<file path="config.mk">
export PLATFORM = sky130hd
export DESIGN_NAME = aes_key_schedule_engine
export DESIGN_NICKNAME = d
export VERILOG_FILES = /design/src/rtl/aes_key_schedule_engine.sv
export SDC_FILE = /design/constraint.sdc
export NUM_CORES = 2
export LEC_CHECK = 0
export BUFFER_PORTS_ARGS = -buffer_cell sky130_fd_sc_hd__buf_2
export CAP_MARGIN = 20
export CORE_ASPECT_RATIO = 1.25
export CORE_MARGIN = 1.5
export CORE_UTILIZATION = 30
export DETAILED_ROUTE_END_ITERATION = 10
export GPL_ROUTABILITY_DRIVEN = 1
export HOLD_SLACK_MARGIN = 0.06
export PLACE_DENSITY = 0.52
export SKIP_LAST_GASP = 1
export SYNTH_ARGS = -nofsm -noshare
export SYNTH_HDL_FRONTEND = slang
export SYNTH_SLANG_ARGS = --single-unit
</file>
<file path="constraint.sdc">
create_clock -name clk -period 72.1 [get_ports clk]
set_clock_uncertainty 0.1 [all_clocks]
set_input_delay 21.63 -clock clk [delete_from_list [all_inputs] [get_ports clk]]
set_output_delay 21.63 -clock clk [all_outputs]
set_load 0.05 [all_outputs]
</file>
<file path="src/rtl/aes_key_schedule_engine.sv">
// Iterative AES-128/192/256 key expansion: one 32-bit word per clock, streaming the
// Nr+1 round keys in order over a valid/ready port.
module aes_key_schedule_engine #(
    parameter int unsigned ENABLE_192 = 1,
    parameter int unsigned ENABLE_256 = 1
) (
    input  logic         clk,
    input  logic         rst,
    input  logic         start,
    input  logic [1:0]   key_size,
    input  logic [255:0] key,
    output logic         rk_valid,
    input  logic         rk_ready,
    output logic [127:0] rk_data,
    output logic [3:0]   rk_index,
    output logic         busy,
    output logic         done,
    output logic         err
);

    localparam logic [0:255][7:0] SBOX = {
        128'h637c777bf26b6fc53001672bfed7ab76, 128'hca82c97dfa5947f0add4a2af9ca472c0,
        128'hb7fd9326363ff7cc34a5e5f171d83115, 128'h04c723c31896059a071280e2eb27b275,
        128'h09832c1a1b6e5aa0523bd6b329e32f84, 128'h53d100ed20fcb15b6acbbe394a4c58cf,
        128'hd0efaafb434d338545f9027f503c9fa8, 128'h51a3408f929d38f5bcb6da2110fff3d2,
        128'hcd0c13ec5f974417c4a77e3d645d1973, 128'h60814fdc222a908846eeb814de5e0bdb,
        128'he0323a0a4906245cc2d3ac629195e479, 128'he7c8376d8dd54ea96c56f4ea657aae08,
        128'hba78252e1ca6b4c6e8dd741f4bbd8b8a, 128'h703eb5664803f60e613557b986c11d9e,
        128'he1f8981169d98e949b1e87e9ce5528df, 128'h8ca1890dbfe6426841992d0fb054bb16
    };

    function automatic logic [31:0] sub_word(input logic [31:0] w);
        return {SBOX[w[31:24]], SBOX[w[23:16]], SBOX[w[15:8]], SBOX[w[7:0]]};
    endfunction

    function automatic logic [7:0] xtime(input logic [7:0] r);
        return {r[6:0], 1'b0} ^ (r[7] ? 8'h1b : 8'h00);
    endfunction

    typedef enum logic {IDLE, RUN} state_t;
    state_t state, state_nxt;

    logic [255:0] key_sr;
    logic [3:0]   nk, nr;
    logic [5:0]   widx, last_w;
    logic [2:0]   kmod;
    logic [7:0]   rcon;
    logic [31:0]  win  [0:7];
    logic [31:0]  wbuf [0:2];
    logic [31:0]  t_word, w_new;
    logic         legal, start_ok, start_bad, stall, adv, accept, last_acc;

    assign legal    = (key_size == 2'b00) ||
                      (key_size == 2'b01 && ENABLE_192 != 0) ||
                      (key_size == 2'b10 && ENABLE_256 != 0);
    assign last_w   = {nr, 2'b11};
    assign accept   = rk_valid & rk_ready;
    // only the key-completing word waits on the consumer
    assign stall    = (widx[1:0] == 2'b11) & rk_valid & ~rk_ready;
    assign adv      = (state == RUN) & (widx <= last_w) & ~stall;
    assign last_acc = (state == RUN) & accept & (rk_index == nr);
    assign busy     = (state == RUN);

    // win[0] holds w[i-1]; w[i-Nk] sits at tap Nk-1
    always_comb begin
        t_word = win[0];
        if (kmod == 3'd0)
            t_word = sub_word({win[0][23:0], win[0][31:24]}) ^ {rcon, 24'h0};
        else if (nk == 4'd8 && kmod == 3'd4)
            t_word = sub_word(win[0]);
        w_new = (widx < {2'b00, nk}) ? key_sr[255:224] : (win[3'(nk - 4'd1)] ^ t_word);
    end

    always_ff @(posedge clk or posedge rst) begin
        if (rst) state <= IDLE;
        else     state <= state_nxt;
    end

    always_comb begin
        state_nxt = state;
        start_ok  = 1'b0;
        start_bad = 1'b0;
        case (state)
            IDLE: if (start) begin
                if (legal) begin
                    start_ok  = 1'b1;
                    state_nxt = RUN;
                end else begin
                    start_bad = 1'b1;
                end
            end
            RUN:     if (last_acc) state_nxt = IDLE;
            default: state_nxt = IDLE;
        endcase
    end

    always_ff @(posedge clk or posedge rst) begin
        if (rst) begin
            key_sr   <= '0;
            nk       <= '0;
            nr       <= '0;
            widx     <= '0;
            kmod     <= '0;
            rcon     <= '0;
            rk_valid <= 1'b0;
            rk_data  <= '0;
            rk_index <= '0;
            done     <= 1'b0;
            err      <= 1'b0;
            for (int k = 0; k < 8; k++) win[k] <= '0;
            for (int k = 0; k < 3; k++) wbuf[k] <= '0;
        end else begin
            done <= last_acc;
            err  <= start_bad;
            if (start_ok) begin
                key_sr <= key;
                widx   <= '0;
                kmod   <= '0;
                rcon   <= 8'h01;
                case (key_size)
                    2'b00:   begin nk <= 4'd4; nr <= 4'd10; end
                    2'b01:   begin nk <= 4'd6; nr <= 4'd12; end
                    default: begin nk <= 4'd8; nr <= 4'd14; end
                endcase
            end
            if (accept) rk_valid <= 1'b0;
            if (adv) begin
                key_sr <= {key_sr[223:0], 32'h0};
                for (int k = 7; k > 0; k--) win[k] <= win[k-1];
                win[0] <= w_new;
                widx   <= widx + 6'd1;
                kmod   <= (kmod == 3'(nk - 4'd1)) ? 3'd0 : kmod + 3'd1;
                if (widx >= {2'b00, nk} && kmod == 3'd0) rcon <= xtime(rcon);
                if (widx[1:0] == 2'b11) begin
                    rk_data  <= {wbuf[0], wbuf[1], wbuf[2], w_new};
                    rk_valid <= 1'b1;
                    rk_index <= widx[5:2];
                end else begin
                    wbuf[widx[1:0]] <= w_new;
                end
            end
        end
    end

endmodule

</file>
; ---- Word level (Yosys, flattened, before mapping)
; Memories as Yosys holds them, arrays and structs flattened.
; Index checks and enable logic that the tools add are counted.
[op_classes]
add_sub_neg = 3
order_cmp = 10
n_eq_ne = 7
mux = 41
bitwise_logic = 20
reduce_logical = 10
[op_table]
columns = operator, n
row1 = 2-to-1 mux 256 bit, 2
row2 = 2-to-1 mux 32 bit, 6
row3 = binary-select mux 32 bit (select 3 bit), 1
row4 = bitwise mux 96 bit, 1
row5 = 2-to-1 mux 8 bit, 11
row6 = demux 32 bit (select 2 bit), 1
row7 = XOR 32 bit, 2
row8 = >= comparator 9 bit (second input constant), 4
row9 = inverter 8 -> 9 bit, 4
row10 = 2-to-1 mux 6 bit, 2
row11 = 2-to-1 mux 1 bit, 10
row12 = 2-to-1 mux 3 bit, 3
row13 = case mux 4 bit (2 select lines), 1
row14 = XOR 8 x 5 -> 8 bit, 1
row15 = AND 1 bit, 7
row16 = adder 6 x 1 -> 6 bit (second input constant), 1
row17 = >= comparator 6 x 4 -> 1 bit, 1
row18 = less-or-equal comparator 6 bit, 1
row19 = less-than comparator 6 x 4 -> 1 bit, 1
row20 = case mux 3 bit (2 select lines), 1
row21 = 2-to-1 mux 5 bit, 1
row22 = == test 2 bit (second input constant), 2
row23 = == test 4 bit, 1
row24 = == test 4 bit (second input constant), 1
row25 = 18 further kinds, 25
[totals]
reg_bits = 769
romBits = 8192
inputBits = 262
out_inout_bits = 136
word_cells = 118
n_memories = 4
[mem_list]
columns = memory, depth, word_bits, read_ports, rd_ports_with_merged_regs, write_ports, line
row1 = (no name shown), 256, 8, 1, 0, 0, 33  ; return {SBOX[w[31:24]], SBOX[w[23:16]], SBOX[w[15:8]], SBOX[w[7:0]]};
row2 = (no name shown), 256, 8, 1, 0, 0, 33
row3 = (no name shown), 256, 8, 1, 0, 0, 33
row4 = (no name shown), 256, 8, 1, 0, 0, 33

; ---- Depth between registers and ports, before layout
[depth]
ltp_word = 9
depth_mapped = 16
ltp_nobuf = 11

; ---- Least setup slack after synthesis
; Ideal clock, no wire load.
[synth_path]
kind = input to register
startpoint = input port rk_ready
endpoint = register key_sr[85]
setup_time_ps = 141
arrival_ps = 23082
t_required_ps = 71859
path_slack_ps = 48777
stages = 7
n_path_buf = 4
path_cell_list = nor2b_1 a21o_1 clkbuf_1 clkbuf_1 clkbuf_1 clkbuf_1 a31oi_1
[synth_between]
elab_chain_cells = 5
elab_cells_between_ends = 6
cone_classes = 1 x mux / 4 x bitwise / 1 x reduce/logical
[synth_lines]
columns = item, line
row1 = "start, declared", 13  ; input logic rk_ready,
row2 = inverter 1 bit *, 59  ; assign stall = (widx[1:0] == 2'b11) & rk_valid & ~rk_ready;
row3 = AND 1 bit *, 59
row4 = inverter 1 bit *, 60  ; assign adv = (state == RUN) & (widx <= last_w) & ~stall;
row5 = AND 1 bit *, 60
row6 = 2-to-1 mux 256 bit / nonzero test 2 bit (equally long branches), --
row7 = "end signal, assigned", 116  ; key_sr <= key;
row8 = "end signal, assigned", 128  ; key_sr <= {key_sr[223:0], 32'h0};
row9 = "end, declared", 43  ; logic [255:0] key_sr;
; Mark *: on every way between the ends. The rest lies on a longest branch, timed or not.
; A chain may end at the register's enable or synchronous reset.

; ---- Worst setup path in the final report
[layout_path]
startpoint = input port rk_ready
endpoint = register key_sr[80]
; The elaborated chain is that of the path after synthesis.

==> impl_metrics.tcl <==
set metrics [dict create \
    clockBufferDepth 3 \
    route.detailed.drc 0 \
    ys_seq_area_share_pct 40.1 \
    post-route-period-util_pct 35.0 \
    status "complete, no violations" \
    root_buffer "clkbuf_16" \
    final_nets 6377 \
    start_util_pct 30.3 \
    rsz0062_at_grt "no" \
    yosys.area.top_type_share_pct 40.1 \
    die_height_um 450 \
    clk_latency_ns 0.73 \
    vias 46800 \
    drv_slew 0 \
    portBuffers 397 \
    io-pin-count 398 \
    max_cap_viol_count 0 \
    cts_setup_buffers 0 \
    synth_edf_count 0 \
    synth_cell_types 101 \
    synthesis.area_mm2 0.0479 \
    antenna_found_initial 37 \
    crit_arrival_ns 25.74 \
    clk_pin_slew_worst_paths_ns 0.06 \
    tightest_slew_ns 1.26 \
    numCtsBuffers 90 \
    syn_nets 6348 \
    hpwl_mm 138 \
    drt_iter0_markers 5657 \
    grt_pass1_wl_mm 298 \
    synth-seq-cells 767 \
    core_mm2 0.158 \
    cts_resized 0 \
    drive_gt1_share_pct 13.8 \
    start_kind "primary input" \
    fill_cells 16800 \
    grt_max_degree 237 \
    hold_path.class "reg -> reg" \
    synth_flop_cell "dfrtp_1" \
    fin_crit_ns 25.22 \
    holdBufCountCts 0 \
    gp_congestion 0.975 \
    totalWireLength_mm 199 \
    grt_pass1_vias 44900 \
    critPathMaxFanout 231 \
    hold_violations 0 \
    crit_path_end_kind "flop" \
    dr.pass1.iters 9 \
    synth-async-reset-ratio_pct 100 \
    syn_to_final_growth_pct 12.8 \
    fmax_mhz 39.6 \
    worstPathRequired_ns 72.62 \
    cts_tree "done" \
    die_w_um 360 \
    tns_ns 0 \
    synth_area_leaders "dfrtp_1, nand2_1, nor2_1" \
    wl_per_cell_um 24.4 \
    grt_use_total_pct 23.9 \
    syn_avg_cell_area_um2 7.96 \
    setup_viol 0 \
    synthesis.instances 6017 \
    yosysWarningCount 0 \
    viasPerCell 5.72 \
    yosysTopAreaCell "dfrtp_1" \
    num_rows 163 \
    htreeDepth 3 \
    ant_nets 0 \
    clock_sinks 767 \
    crit_type "in -> reg" \
    gr-total-overflow 0 \
    relSlewSlack_pct 15.1 \
    die_area_mm2 0.162 \
]
==> logic make-up (layout without fill, tap and decap cells) <==
logic type | Yosys count | after routing | synth area share [%]
and+or+nand+nor | 2956 | 2956 | 26.2
other | 0 | 7 | 0
muxes | 193 | 193 | 6.49
buffers and inverters | 614 | 710 | 5.25
AOI/OAI and AO/OA | 1368 | 1368 | 19.2
adders and majority gates | 69 | 69 | 1.80
xor gates and xnor gates | 50 | 50 | 0.914
DFF | 767 | 767 | 40.1
==> per-stage QoR <==
stage	util [%]	hold WS, ns	cell area [um^2]	setup slack [ns]	cells
after detailed placement	32.2	0.349	51000	46.25	8012
after CTS	34.1	0.332	54000	47.02	8171
after global routing	34.2	0.364	54000	46.57	8179
final	34.2	0.337	54100	46.88	8182
after floorplan	-	0.335	47900	28.84	6017
after global placement	32.2	0.345	51000	46.34	8009
==> cell usage after synthesis (16+ instances only) <==
library cell and number:
and3_1 33, mux4_2 91, nand3_1 121, nor2_1 549
xnor2_1 34, o311ai_0 33, dfrtp_1 767, clkbuf_1 394
mux2_2 27, o211ai_1 85, a21o_1 19, and2_1 32
or2_2 25, nand2_1 1765, o21ai_1 52, o221ai_1 17
o21ai_0 225, xor2_1 16, ha_1 69, nor3b_1 23
a221oi_1 25, mux2i_1 74, o31ai_1 29, o2111ai_1 19
buf_1 35, buf_2 110, inv_1 45, nand4_1 23
a31oi_1 294, a211o_1 17, nor3_1 73, nand3b_1 17
o311a_1 19, a311oi_1 40, nand2b_1 102, nor2b_1 82
or3_1 56, a21oi_1 237, a211oi_1 45
==> registers in the layout (all words and copies together), names as in the netlist, 3 cells and up <==
name      count
widx          6
rk_data     128
rcon          8
key_sr      256
win         256
nk            3
wbuf         96
nr            3
rk_index      4
kmod          3
==> cell type report <==
class                   count  area, um^2  share of cell area, %
clock inverters            22         267                  0.493
clock buffers             137        2680                   4.96
flip-flops and latches    767       19200                   35.6
repair buffers            492        2790                   5.16
inverters                  59         229                  0.424
well taps                2062        2580                   4.77
diodes                      7        17.5                 0.0324
multi-input cells        4636       26300                   48.6
==> worst max-delay path: stages <==
cell and delay, ns:
buf_2 0.11, nor2b_1 0.35, a21o_4 0.74, buf_12 0.71, buf_4 0.84, buf_4 0.78
nor2_1 0.09, a31oi_1 0.18
==> path summary, 6_finish.rpt <==
path | from | cells past startpoint | endpoint | slack [ns]
setup / recovery | rk_ready | 8 | key_sr[80]$_DFFE_PP0P_ | 46.88
hold / removal | win[62]$_DFFE_PP0P_ | 2 | win[30]$_DFFE_PP0P_ | 0.34
setup reg to reg | win[233]$_DFFE_PP0P_ | 12 | win[242]$_DFFE_PP0P_ | 66.15
hold reg to reg | win[62]$_DFFE_PP0P_ | 2 | win[30]$_DFFE_PP0P_ | 0.34
max in group asynchronous | rst | 6 | rk_data[47]$_DFFE_PP0P_ | 47.59
min in group asynchronous | rst | 2 | win[189]$_DFFE_PP0P_ | 20.85
==> cell usage in the layout (no fill, tap or decap), types with 56 or more instances in the layout <==
cell type	instances
nor2_1	548
buf_2	398
o21ai_0	225
clkbuf_16	91
mux2i_1	74
a21oi_1	235
nand2_1	1760
ha_1	68
nand3_1	120
mux4_2	91
nor3_1	73
dfrtp_1	754
buf_4	87
o211ai_1	85
a31oi_1	294
nand2b_1	102
nor2b_1	81
or3_1	56
==> metal layers <==
layer | vias to the layer above | global-route usage, % | wire (um) | part of all wire (%)
li1 | 21000 | - | - | -
met4 | 58 | 10.8 | 10600 | 5.3
met3 | 547 | 4.53 | 14300 | 7.2
met2 | 2209 | 39.7 | 95100 | 48
met5 | - | 0 | 380 | 0.19
met1 | 22900 | 29.9 | 79100 | 40
Power is left out: the tool's default activity adds up to more than one toggle a clock period on the data nets, which glitch-free logic cannot reach.
